[src/rtl/latch_write_arbiter_pkg.sv]
`default_nettype none
// ============================================================================
//  Module      : latch_ctrl_pkg
//  Description : Shared state encodings, default timing constants and width
//                helpers for the gated-latch write sequencer.
//  Revision    : 1.0 - initial release
// ============================================================================
package latch_ctrl_pkg;

   // Default geometry and write timing
   localparam int unsigned DEF_W       = 8;
   localparam int unsigned DEF_N_LATCH = 4;
   localparam int unsigned DEF_T_SETUP = 2;
   localparam int unsigned DEF_T_PULSE = 2;
   localparam int unsigned DEF_T_HOLD  = 1;

   // Write sequencer state encoding
   typedef logic [2:0] state_t;
   localparam logic [2:0] ST_IDLE  = 3'd0;
   localparam logic [2:0] ST_SETUP = 3'd1;
   localparam logic [2:0] ST_PULSE = 3'd2;
   localparam logic [2:0] ST_HOLD  = 3'd3;
   localparam logic [2:0] ST_DONE  = 3'd4;

   // Phase counter must hold the longest of the three phase lengths
   function automatic int unsigned phase_cnt_width(input int unsigned t_setup,
                                                   input int unsigned t_pulse,
                                                   input int unsigned t_hold);
      int unsigned m;
      m = t_setup;
      if (t_pulse > m) m = t_pulse;
      if (t_hold  > m) m = t_hold;
      return $clog2(m + 1);
   endfunction

   // Word address width; never below one bit so a single-word bank still has a port
   function automatic int unsigned addr_width(input int unsigned n_latch);
      return (n_latch > 1) ? $clog2(n_latch) : 1;
   endfunction

endpackage
`default_nettype wire

[src/rtl/latch_write_arbiter_if.sv]
`default_nettype none
// ============================================================================
//  Module      : latch_write_arbiter_if
//  Description : Requester handshake and latch-bank bus of the write arbiter.
//                master = requester/bank side, slave = arbiter.
//  Revision    : 1.0 - initial release
// ============================================================================
interface latch_write_arbiter_if #(
   parameter int unsigned W       = 8,
   parameter int unsigned N_LATCH = 4
);
   import latch_ctrl_pkg::*;

   localparam int unsigned AW = addr_width(N_LATCH);

   logic          req0;
   logic          req1;
   logic [AW-1:0] addr0;
   logic [AW-1:0] addr1;
   logic [W-1:0]  data0;
   logic [W-1:0]  data1;
   logic          ack0;
   logic          ack1;
   logic [W-1:0]  lat_d;
   logic [N_LATCH-1:0] lat_en;
   logic          busy;

   modport master (
      output req0, req1, addr0, addr1, data0, data1,
      input  ack0, ack1, lat_d, lat_en, busy
   );

   modport slave (
      input  req0, req1, addr0, addr1, data0, data1,
      output ack0, ack1, lat_d, lat_en, busy
   );

endinterface
`default_nettype wire

[src/rtl/latch_write_arbiter_rr_arb2.sv]
`default_nettype none
// ============================================================================
//  Module      : rr_arb2
//  Description : Two-input round-robin grant. When both request, ptr names the
//                winner; a lone request always wins. Pointer state lives in the
//                caller.
//  Revision    : 1.0 - initial release
// ============================================================================
module rr_arb2 (
   input  logic       req0,
   input  logic       req1,
   input  logic       ptr,
   output logic [1:0] gnt
);

   // One-hot grant, ties broken by the pointer
   always_comb begin
      gnt    = 2'b00;
      gnt[0] = req0 & (~req1 | ~ptr);
      gnt[1] = req1 & (~req0 |  ptr);
   end

endmodule
`default_nettype wire

[src/rtl/latch_write_arbiter.sv]
`default_nettype none
// ============================================================================
//  Module      : latch_write_arbiter
//  Description : Arbitrates two write requesters onto a bank of gated D latches
//                and sequences each write as setup -> enable pulse -> hold so D
//                never moves while any E is high. All bank outputs registered.
//  Revision    : 1.0 - initial release
// ============================================================================
module latch_write_arbiter
   import latch_ctrl_pkg::*;
#(
   parameter int unsigned W       = DEF_W,
   parameter int unsigned N_LATCH = DEF_N_LATCH,
   parameter int unsigned T_SETUP = DEF_T_SETUP,
   parameter int unsigned T_PULSE = DEF_T_PULSE,
   parameter int unsigned T_HOLD  = DEF_T_HOLD
) (
   input  logic clk,
   input  logic rst_n,
   latch_write_arbiter_if.slave bus
);

   localparam int unsigned AW = addr_width(N_LATCH);
   localparam int unsigned CW = phase_cnt_width(T_SETUP, T_PULSE, T_HOLD);

   localparam logic [CW-1:0] c_setup_cnt = CW'(T_SETUP);
   localparam logic [CW-1:0] c_pulse_cnt = CW'(T_PULSE);
   localparam logic [CW-1:0] c_hold_cnt  = CW'(T_HOLD);
   localparam logic [CW-1:0] c_cnt_last  = CW'(1);

   state_t             r_state;
   state_t             w_state_nxt;
   logic [CW-1:0]      r_cnt;
   logic [CW-1:0]      w_cnt_nxt;
   logic               r_ptr;
   logic [1:0]         w_gnt;
   logic [1:0]         r_gnt;
   logic [AW-1:0]      r_addr;
   logic [N_LATCH-1:0] w_en_onehot;
   logic [W-1:0]       r_lat_d;
   logic [N_LATCH-1:0] r_lat_en;
   logic [1:0]         r_ack;
   logic               r_busy;
   logic               w_start;

   rr_arb2 u_arb (
      .req0 (bus.req0),
      .req1 (bus.req1),
      .ptr  (r_ptr),
      .gnt  (w_gnt)
   );

   // A new write is accepted only from IDLE; DONE never samples requests
   assign w_start = (r_state == ST_IDLE) && (|w_gnt);

   // Next state and phase counter; each phase ends when the count reaches 1
   always_comb begin
      w_state_nxt = r_state;
      w_cnt_nxt   = r_cnt;
      case (r_state)
         ST_IDLE: begin
            if (w_start) begin
               w_state_nxt = ST_SETUP;
               w_cnt_nxt   = c_setup_cnt;
            end
         end
         ST_SETUP: begin
            if (r_cnt == c_cnt_last) begin
               w_state_nxt = ST_PULSE;
               w_cnt_nxt   = c_pulse_cnt;
            end else begin
               w_cnt_nxt   = r_cnt - c_cnt_last;
            end
         end
         ST_PULSE: begin
            if (r_cnt == c_cnt_last) begin
               w_state_nxt = ST_HOLD;
               w_cnt_nxt   = c_hold_cnt;
            end else begin
               w_cnt_nxt   = r_cnt - c_cnt_last;
            end
         end
         ST_HOLD: begin
            if (r_cnt == c_cnt_last) begin
               w_state_nxt = ST_DONE;
            end else begin
               w_cnt_nxt   = r_cnt - c_cnt_last;
            end
         end
         ST_DONE: begin
            w_state_nxt = ST_IDLE;
         end
         default: begin
            w_state_nxt = ST_IDLE;
         end
      endcase
   end

   // Decode captured address to a word enable; out-of-range addresses select nothing
   always_comb begin
      w_en_onehot = '0;
      for (int i = 0; i < int'(N_LATCH); i++) begin
         if (r_addr == AW'(i)) w_en_onehot[i] = 1'b1;
      end
   end

   // State and phase counter registers
   always_ff @(posedge clk or negedge rst_n) begin
      if (!rst_n) begin
         r_state <= ST_IDLE;
         r_cnt   <= '0;
      end else begin
         r_state <= w_state_nxt;
         r_cnt   <= w_cnt_nxt;
      end
   end

   // Capture the winner's address and data; lat_d only moves on IDLE->SETUP
   always_ff @(posedge clk or negedge rst_n) begin
      if (!rst_n) begin
         r_gnt   <= 2'b00;
         r_addr  <= '0;
         r_lat_d <= '0;
      end else if (w_start) begin
         r_gnt   <= w_gnt;
         r_addr  <= w_gnt[1] ? bus.addr1 : bus.addr0;
         r_lat_d <= w_gnt[1] ? bus.data1 : bus.data0;
      end
   end

   // Registered enable, ack and busy derived from the upcoming state (glitch-free)
   always_ff @(posedge clk or negedge rst_n) begin
      if (!rst_n) begin
         r_lat_en <= '0;
         r_ack    <= 2'b00;
         r_busy   <= 1'b0;
      end else begin
         r_lat_en <= (w_state_nxt == ST_PULSE) ? w_en_onehot : '0;
         r_ack    <= (w_state_nxt == ST_DONE)  ? r_gnt       : 2'b00;
         r_busy   <= (w_state_nxt != ST_IDLE);
      end
   end

   // Round-robin pointer hands priority to the requester not just served
   always_ff @(posedge clk or negedge rst_n) begin
      if (!rst_n) begin
         r_ptr <= 1'b0;
      end else if (r_state == ST_DONE) begin
         r_ptr <= r_gnt[0];
      end
   end

   assign bus.lat_d  = r_lat_d;
   assign bus.lat_en = r_lat_en;
   assign bus.ack0   = r_ack[0];
   assign bus.ack1   = r_ack[1];
   assign bus.busy   = r_busy;

endmodule
`default_nettype wire

[src/flat_wrapper.sv]
// flat-port wrapper written by rule: the top's interface ports become plain ports
module latch_write_arbiter_flat import latch_ctrl_pkg::*;
#(
   parameter int unsigned W       = DEF_W,
   parameter int unsigned N_LATCH = DEF_N_LATCH,
   parameter int unsigned T_SETUP = DEF_T_SETUP,
   parameter int unsigned T_PULSE = DEF_T_PULSE,
   parameter int unsigned T_HOLD  = DEF_T_HOLD
)
  (clk, rst_n, bus_req0, bus_req1, bus_addr0, bus_addr1, bus_data0, bus_data1, bus_ack0, bus_ack1, bus_lat_d, bus_lat_en, bus_busy);
  latch_write_arbiter_if #(.W(W), .N_LATCH(N_LATCH)) bus_i ();
  input  logic clk;
  input  logic rst_n;
  input wire logic [$bits(bus_i.req0)-1:0] bus_req0;
  input wire logic [$bits(bus_i.req1)-1:0] bus_req1;
  input wire logic [$bits(bus_i.addr0)-1:0] bus_addr0;
  input wire logic [$bits(bus_i.addr1)-1:0] bus_addr1;
  input wire logic [$bits(bus_i.data0)-1:0] bus_data0;
  input wire logic [$bits(bus_i.data1)-1:0] bus_data1;
  output wire logic [$bits(bus_i.ack0)-1:0] bus_ack0;
  output wire logic [$bits(bus_i.ack1)-1:0] bus_ack1;
  output wire logic [$bits(bus_i.lat_d)-1:0] bus_lat_d;
  output wire logic [$bits(bus_i.lat_en)-1:0] bus_lat_en;
  output wire logic [$bits(bus_i.busy)-1:0] bus_busy;
  assign bus_i.req0 = bus_req0;
  assign bus_i.req1 = bus_req1;
  assign bus_i.addr0 = bus_addr0;
  assign bus_i.addr1 = bus_addr1;
  assign bus_i.data0 = bus_data0;
  assign bus_i.data1 = bus_data1;
  assign bus_ack0 = bus_i.ack0;
  assign bus_ack1 = bus_i.ack1;
  assign bus_lat_d = bus_i.lat_d;
  assign bus_lat_en = bus_i.lat_en;
  assign bus_busy = bus_i.busy;
  latch_write_arbiter #(.W(W), .N_LATCH(N_LATCH), .T_SETUP(T_SETUP), .T_PULSE(T_PULSE), .T_HOLD(T_HOLD)) u_core (.clk(clk), .rst_n(rst_n), .bus(bus_i));
endmodule
[config.mk]
export PLATFORM = sky130hd
export DESIGN_NAME = latch_write_arbiter_flat
export DESIGN_NICKNAME = d
export VERILOG_FILES = /design/src/rtl/latch_write_arbiter_pkg.sv /design/src/rtl/latch_write_arbiter_if.sv /design/src/rtl/latch_write_arbiter_rr_arb2.sv /design/src/rtl/latch_write_arbiter.sv /design/src/flat_wrapper.sv
export SDC_FILE = /design/constraint.sdc
export NUM_CORES = 1
export LEC_CHECK = 0
export CAP_MARGIN = 30
export CORE_UTILIZATION = 48
export DETAILED_ROUTE_END_ITERATION = 8
export GPL_TIMING_DRIVEN = 0
export PLACE_DENSITY = 0.94
export SETUP_SLACK_MARGIN = 0.15
export SLEW_MARGIN = 0
export SYNTH_ARGS = -nofsm -noshare
export SYNTH_HDL_FRONTEND = slang
export SYNTH_SLANG_ARGS = --single-unit
[constraint.sdc]
create_clock -name clk -period 2.5 [get_ports clk]
set_input_delay 0.625 -clock clk [delete_from_list [all_inputs] [get_ports clk]]
set_output_delay 0.625 -clock clk [all_outputs]
set_load 0.02 [all_outputs]
# After elaboration in Yosys (flattened, before gate mapping)
# Cells that the tools add are included.
# totals
reg_bits	25
input_bits	24
out_inout_bits	15
wordCells	54
# classes
addsub	1
eq_ne	12
n_mux	18
n_bitwise	7
reduce_logical	7
# op_table
operator	n
2-bit two-way mux	6
3-bit two-way mux	4
3-bit case mux with 4 select lines	1
3-bit by 2-bit equality test with 1-bit output (second input constant)	3
8-bit two-way mux	1
2-bit case mux with 4 select lines	1
3-bit equality test (second input constant)	2
2-bit by 1-bit equality test with 1-bit output (second input constant)	2
2-bit equality test (second input constant)	2
1-bit two-way mux	4
4-bit two-way mux	1
4-bit nonzero test	1
3-bit by 1-bit equality test with 1-bit output (second input constant)	1
3-bit logical NOT	1
1-bit inverter	3
3-bit AND reduction	1
3-bit nonzero test	1
1-bit AND	2
2-bit logical NOT	1
2-bit by 1-bit inequality test with 1-bit output (second input constant)	1
2-bit inequality test (second input constant)	1
1-bit bitwise OR	2
2-bit OR reduction	1
2-bit by 1-bit subtractor with 2-bit output (second input constant)	1
1-bit logical AND	1

# Longest topological paths before layout
# Gate-level depths: netlist of run 1.
# depth
depth_word	9
mapped_depth	5
depth_no_buf	5

# By module
# From an unflattened synthesis of run 1, not the netlist that was laid out.
# unflattened
hier_cells	96
area_unflattened_um2	1179.9
# by_module_without_submodules
mod	instances	cells_each	area_per_inst_um2	seq_area_each_um2
latch_write_arbiter	1	93	1161.1	625.6
rr_arb2	1	3	18.8	0.0

# Least setup slack after synthesis of run 1
# Ideal clock, no wire load.
# synth_timing
kind	in2reg
from	in bus_req1
to	reg u_core.r_cnt[1]
setup_time_ns	0.079
arrival_time_ns	1.412
required_ns	2.421
slack_ns	1.008
cell_stages	3
path_buffers	0
path_cell_list	or2_2 o311ai_2 mux2i_1
# synth_via
elab_chain_len	7
elab_cells_between_ends	8
classes_between	eq/ne (1); bitwise (4); reduce/logical (3)
# synth_rtl
element	line	text
from (decl)	flat_wrapper.sv:15	input wire logic [$bits(bus_i.req1)-1:0] bus_req1;
1-bit inverter	latch_write_arbiter_rr_arb2.sv:19	gnt[0] = req0 & (~req1 | ~ptr);
1-bit bitwise OR	latch_write_arbiter_rr_arb2.sv:19	
1-bit AND	latch_write_arbiter_rr_arb2.sv:19	
2-bit OR reduction (*)	latch_write_arbiter.sv:54	assign w_start = (r_state == ST_IDLE) && (|w_gnt);
1-bit logical AND (*)	latch_write_arbiter.sv:54	
2-bit by 1-bit inequality test with 1-bit output (no line) (*)	--	
3-bit AND reduction (no line) (*)	--	
to (signal assigned)	latch_write_arbiter.sv:114	r_cnt <= w_cnt_nxt;
to (decl)	latch_write_arbiter.sv:33	logic [CW-1:0] r_cnt;
# Every way passes the cells marked *; elsewhere a longest branch is shown, timed or not.
# A chain may end at the register's enable or synchronous reset.

# Final worst setup path of run 1
# layout_timing
from	reg u_core.r_lat_d[7] (netlist: u_core.bus.lat_d[7])
to	out bus_lat_d[7]
# layout_rtl
element	line	text
from (decl)	latch_write_arbiter.sv:40	logic [W-1:0] r_lat_d;
from (signal assigned)	latch_write_arbiter.sv:127	r_lat_d <= w_gnt[1] ? bus.data1 : bus.data0;
to (decl)	flat_wrapper.sv:22	output wire logic [$bits(bus_i.lat_d)-1:0] bus_lat_d;
# No word-level cell between the ends.

==> flow_metrics.tcl, run 1 <==
set metrics [dict create \
    grt_pass1_vias 1064 \
    end_kind "output pin" \
    yosys.area.top_type "dfrtp_1" \
    hold_violations 0 \
    swShare_pct 39.4 \
    cts_buffers 3 \
    crit_family "buffers and inverters" \
    layout_min_cycle_time_ns 1.96 \
    drv_cap 0 \
    final_nets 188 \
    ctsLongestPathBuffers 2 \
    ctsHoldBuffers 0 \
    status "complete, no violations" \
    dp_hpwl_um 2000 \
    die-area_mm2 0.00272 \
    io_pins 39 \
    core_area_mm2 0.00230 \
    synthTopCellsByArea "dfrtp_1 (52%), nand3b_1 (6.8%), a21oi_1 (5.4%)" \
    final_core_util_pct 72.7 \
    peakVddDrop_v 0.000656 \
    grt_max_degree 17 \
    via_count 1067 \
    yosys-top-cells-count "dfrtp_1 (25), a21oi_1 (13), o21ai_0 (12), nand3b_1 (11), a31oi_1 (10)" \
    cellLeakagePower_nw 0.674 \
    worst_ep_arrival_time_ns 1.33 \
    fill_cells 179 \
    final_layout_size_suffix_gt1_share_pct 7.50 \
    num_antenna_cells 0 \
    start_kind "flip-flop" \
    cts_num_sinks 25 \
    multi_input_comb_area_um2 531 \
    crit_buf_inv 1 \
    fmax_mhz 510 \
    track_usage_pct 22.1 \
    report.final.slew_viol_count 0 \
    tightest_slew_ns 0.490 \
    die_h_um 52.2 \
    tns_ns 0 \
    port_buffers 38 \
    path_class "reg2out" \
    fin_crit_sh_pct 78.4 \
    place_ws_ns 0.420 \
    cts_tree "done" \
    initial_core_util_pct 52.6 \
    hold_class "reg2reg" \
    postCtsResizedCells 0 \
    top_layer_used "met4" \
    wl_per_cell_um 14.2 \
    p_sw_mw 0.656 \
    syn2layout_area_growth_pct 38.1 \
    drtPass1Iterations 4 \
    yosys_most_used_dff "dfrtp_1" \
    met1_length_um 1090 \
    htreeDepth 1 \
    rsz0062_at_grt "false" \
    cp_slowest_stage_delay_ns 0.61 \
    drt-initial-drc-count 22 \
    crit_chain "clkdlybuf4s50_1" \
    ys_seq_area_share_pct 51.8 \
    power_density_mw_per_mm2 998 \
    dieWidth_um 52.2 \
    power_frac_comb_pct 48.0 \
    p_int_mw 1.01 \
    place.gp.congestion 0.757 \
    yosysWarnings 0 \
    setup_slack_ns 0.541 \
    synthArstFlopShare_pct 100 \
    skew_ns 0.00647 \
    routed_wl_um 2660 \
    dr_wl_met2_um 1370 \
    seq_power_share_pct 40.9 \
    drtAntennaViolNets 0 \
    clkPwrFrac_pct 11.2 \
    clockRootBuffer "clkbuf_4" \
    holdWs_ns 0.520 \
    grt-ovfl-total 0 \
    synth_seq_cells 25 \
    rows 17 \
    synthCells 117 \
    path_clk_slew_ns 0.14 \
    yosysUniqueCellTypes 32 \
    grt_pass1_wl_um 4430 \
    post-route-drc-count 0 \
    regArea_um2 626 \
    post-cts-setup-buffers 0 \
    clk-insertion-delay-late_ns 0.32 \
    slew_headroom_pct 67.2 \
    synth_edf_count 0 \
    synth_top_area_share_pct 51.8 \
    path_max_fanout 2 \
    cp.required_ns 1.88 \
    yosysMostFrequentCell "dfrtp_1" \
    worst_path_max_delay_cell "clkdlybuf4s50_1" \
    finalSetupViolations 0 \
    antenna_found_initial 0 \
    avgSynthCellArea_um2 10.3 \
    netlist_area_mm2 0.00121 \
    vias_per_cell 5.68 \
    synth_fp_nets 144 \
    route.met3.wl_um 183 \
]
[flip-flops by register name (all words and copies together) (netlist names)]
register / flops
u_core.bus.lat_d: 8
u_core.r_ack: 2
u_core.r_cnt: 2
u_core.r_state: 3
u_core.r_gnt: 2
u_core.r_ptr: 1
u_core.r_addr: 2
u_core.bus.busy: 1
u_core.bus.lat_en: 4
[final cells by class]
| type | instances | share of cell area (%) |
|---|---|---|
| inverter | 5 | 1.12 |
| buffer | 8 | 2.02 |
| tap | 28 | 2.10 |
| clock inverter | 1 | 0.450 |
| sequential | 25 | 37.5 |
| multi-input combinational | 79 | 31.8 |
| clock buffer | 3 | 1.35 |
| timing repair buffer | 39 | 23.7 |
[per-layer routing]
layer  vias up  track usage, %
met1       512            25.5
met3         4            4.93
met4         0            6.14
li1        513               -
met2        38            40.6
met5         -               0
[stage by stage]
| step | area [um^2] | instances | power, mW |
|---|---|---|---|
| after detailed placement | 1640 | 184 | 1.49 |
| after global placement | 1620 | 183 | 1.44 |
| after global routing | 1670 | 188 | 1.78 |
| after floorplan | 1210 | 117 | 1.16 |
| final | 1670 | 188 | 1.67 |
| after CTS | 1670 | 188 | 1.67 |
[cell families after synthesis]
logic type               Yosys count  synth area share, %
AO/OA/AOI/OAI                     43                 21.7
adder cells (fa/ha/maj)            3                 3.11
buffers and inverters             13                 4.35
flip-flops                        25                 51.8
multiplexers                       3                 2.59
AND/OR/NAND/NOR                   30                 16.5
[cells in the final DEF (no fill, tap or decap), drive strengths merged, types with 3 or more instances in the layout]
cell            n
buf             4
dfrtp          25
o21ai          12
nor3b           3
nor2            3
inv             5
nand3b         11
ha              3
a31oi          10
and2            3
clkdlybuf4s50  38
clkbuf          8
a21oi          13
[final timing paths]
check	startpoint	end	slack [ns]	depth (start not counted)
setup / recovery	u_core.bus.lat_d[7]	bus_lat_d[7]	0.54	1
hold / removal	u_core.r_addr[0]	u_core.bus.lat_en[2]	0.52	1
setup reg to reg	u_core.r_state[2]	u_core.bus.lat_d[7]	0.93	4
hold reg to reg	u_core.r_addr[0]	u_core.bus.lat_en[2]	0.52	1
max in group asynchronous	rst_n	u_core.bus.lat_d[1]	1.41	2
min in group asynchronous	rst_n	u_core.r_gnt[0]	0.61	1
[power by group through the flow]
stage / combinational, mW / clock, mW / sequential (mW)
floorplan: 0.387 / 0 / 0.769
global placement: 0.763 / 0 / 0.677
detailed placement: 0.797 / 0 / 0.688
CTS: 0.802 / 0.192 / 0.681
global route: 0.877 / 0.205 / 0.700
finish: 0.800 / 0.186 / 0.681
Power figures use the tool's default switching activity.
==> run 2: changes to the inputs <==
--- a/config.mk
+++ b/config.mk
@@ -6,10 +6,10 @@
 export NUM_CORES = 1
 export LEC_CHECK = 0
 export CAP_MARGIN = 30
-export CORE_UTILIZATION = 48
+export CORE_UTILIZATION = 45
 export DETAILED_ROUTE_END_ITERATION = 8
 export GPL_TIMING_DRIVEN = 0
-export PLACE_DENSITY = 0.94
+export PLACE_DENSITY = 0.89
 export SETUP_SLACK_MARGIN = 0.15
 export SLEW_MARGIN = 0
 export SYNTH_ARGS = -nofsm -noshare
==> constraint.sdc (replaced) <==
create_clock -name clk -period 1.9 [get_ports clk]
set_input_delay 0.475 -clock clk [delete_from_list [all_inputs] [get_ports clk]]
set_output_delay 0.475 -clock clk [all_outputs]
set_load 0.02 [all_outputs]
==> run 2 against run 1 <==
Net effect:
- first-iteration DRC count unchanged
- worst setup slack worse by 0.27 ns
- count of clock-buffer cells in the layout unchanged
- clock power increased by 24%
- hold slack got worse by 0.028 ns
- die area increased by 6.4%
- clock skew is 0.00070 ns lower
- sequential power is 30% higher
- wire length decreased by 0.68%
- critical path depth increased by 4
- flip-flop and latch count stayed put
- via count fell by 1.5%
- critical path type is now in2reg
- critical endpoint is now u_core.bus.lat_d[4]
- highest routed layer unchanged
==> flow_metrics.tcl, run 2 (synthesis gave the netlist of run 1 again) <==
set metrics [dict create \
    status "complete, no violations" \
    rsz0062_at_grt "false" \
    final_layout_size_suffix_gt1_share_pct 7.50 \
    ctsHoldBuffers 0 \
    drv_cap 0 \
    slew_headroom_pct 64.7 \
    crit_chain "clkdlybuf4s50_1 > nor2b_1 > clkbuf_1 > o21ai_0 > a31oi_1" \
    finalSetupViolations 0 \
    final_common_cell "dfrtp_1" \
    core_area_mm2 0.00250 \
    report.final.slew_viol_count 0 \
    rows 18 \
    crit_buf_inv 2 \
    crit_family "buffers and inverters" \
    worst_ep_arrival_time_ns 1.86 \
    worst_path_max_delay_cell "clkdlybuf4s50_1" \
    via_count 1051 \
    dp_hpwl_um 2030 \
    end_kind "flip-flop" \
    initial_core_util_pct 48.3 \
    fin_crit_sh_pct 85.6 \
    drt-initial-drc-count 22 \
    wl_per_cell_um 13.9 \
    vias_per_cell 5.53 \
    path_class "in2reg" \
    io_pins 39 \
    clk-insertion-delay-late_ns 0.31 \
    dieWidth_um 53.8 \
    tns_ns 0 \
    fmax_mhz 615 \
    drtAntennaViolNets 0 \
    holdWs_ns 0.492 \
    cts_buffers 3 \
    place.gp.congestion 0.776 \
    hold_class "in2async" \
    cellLeakagePower_nw 0.785 \
    routed_wl_um 2650 \
    clockRootBuffer "clkbuf_4" \
    post-cts-setup-buffers 0 \
    grt_max_degree 18 \
    power_density_mw_per_mm2 1250 \
    setup_slack_ns 0.274 \
    cp.required_ns 2.14 \
    die-area_mm2 0.00290 \
    path_clk_slew_ns 0.13 \
    syn2layout_area_growth_pct 39.4 \
    tightest_slew_ns 0.528 \
    hold_violations 0 \
    num_antenna_cells 0 \
    track_usage_pct 20.6 \
    layout_min_cycle_time_ns 1.63 \
    skew_ns 0.00577 \
    ctsLongestPathBuffers 2 \
    cp_slowest_stage_delay_ns 0.50 \
    fill_cells 205 \
    port_buffers 38 \
    grt-ovfl-total 0 \
    largest_reg_flops 8 \
    drtPass1Iterations 4 \
    antenna_found_initial 0 \
    cts_num_sinks 25 \
    place_ws_ns -0.0798 \
    htreeDepth 1 \
    path_max_fanout 10 \
    final_nets 188 \
    start_kind "input pin" \
    die_h_um 53.8 \
    cts_tree "done" \
    postCtsResizedCells 9 \
    layout_common_cells "dfrtp_1 (25), clkdlybuf4s50_1 (23), a21oi_1 (13), o21ai_0 (12), nand3b_1 (11)" \
    grt_pass1_vias 1021 \
    grt_pass1_wl_um 4170 \
    post-route-drc-count 0 \
    peakVddDrop_v 0.000711 \
]
run 2: worst paths after layout:
| kind | startpoint | to | slack, ns | depth (start not counted) |
|---|---|---|---|---|
| hold reg to reg | u_core.r_addr[0] | u_core.bus.lat_en[2] | 0.51 | 1 |
| setup / recovery | bus_req0 | u_core.bus.lat_d[4] | 0.27 | 5 |
| min in group clk | u_core.r_addr[0] | u_core.bus.lat_en[2] | 0.51 | 1 |
| max in group asynchronous | rst_n | u_core.r_ptr | 0.95 | 2 |
| setup reg to reg | u_core.r_state[2] | u_core.bus.lat_d[4] | 0.39 | 4 |
| hold / removal | rst_n | u_core.r_cnt[0] | 0.49 | 1 |
run 2: cell type report:
type | count | area [um^2] | share of cell area (%)
inverter | 5 | 18.8 | 1.11
sequential | 25 | 626 | 37.1
tap | 30 | 37.5 | 2.23
clock inverter | 1 | 5.00 | 0.297
multi-input combinational | 79 | 531 | 31.5
timing repair buffer | 39 | 412 | 24.4
clock buffer | 3 | 22.5 | 1.34
buffer | 8 | 33.8 | 2.00
run 2: worst reg2reg max path: stages (launching register included):
cell and delay, ns:
dfrtp_1 0.48, nor3_2 0.40, and2_1 0.19, buf_2 0.21
a31oi_1 0.11
run 2: per-stage QoR:
stage          area [um^2]  power (mW)  util (%)  instances
4_1_cts               1670        2.13      66.8        190
6_report              1690        2.10      67.4        190
5_1_grt               1690        2.27      67.4        190
3_5_place_dp          1650        1.96      66.2        186
3_3_place_gp          1630        1.90      65.1        185
2_1_floorplan         1210        1.52         -        117
run 2: report_power, final:
part / switching (mW) / internal (mW) / total (mW)
sequential: 0.152 / 0.737 / 0.888
clock: 0.152 / 0.0786 / 0.230
combinational: 0.537 / 0.447 / 0.984
run 2: metal layers:
| layer | share of wire [%] | global-route usage (%) |
|---|---|---|
| met1 | 40 | 21.9 |
| met2 | 51 | 37.9 |
| met3 | 6.9 | 4.52 |
| met4 | 1.3 | 9.65 |
| met5 | 0 | 0 |
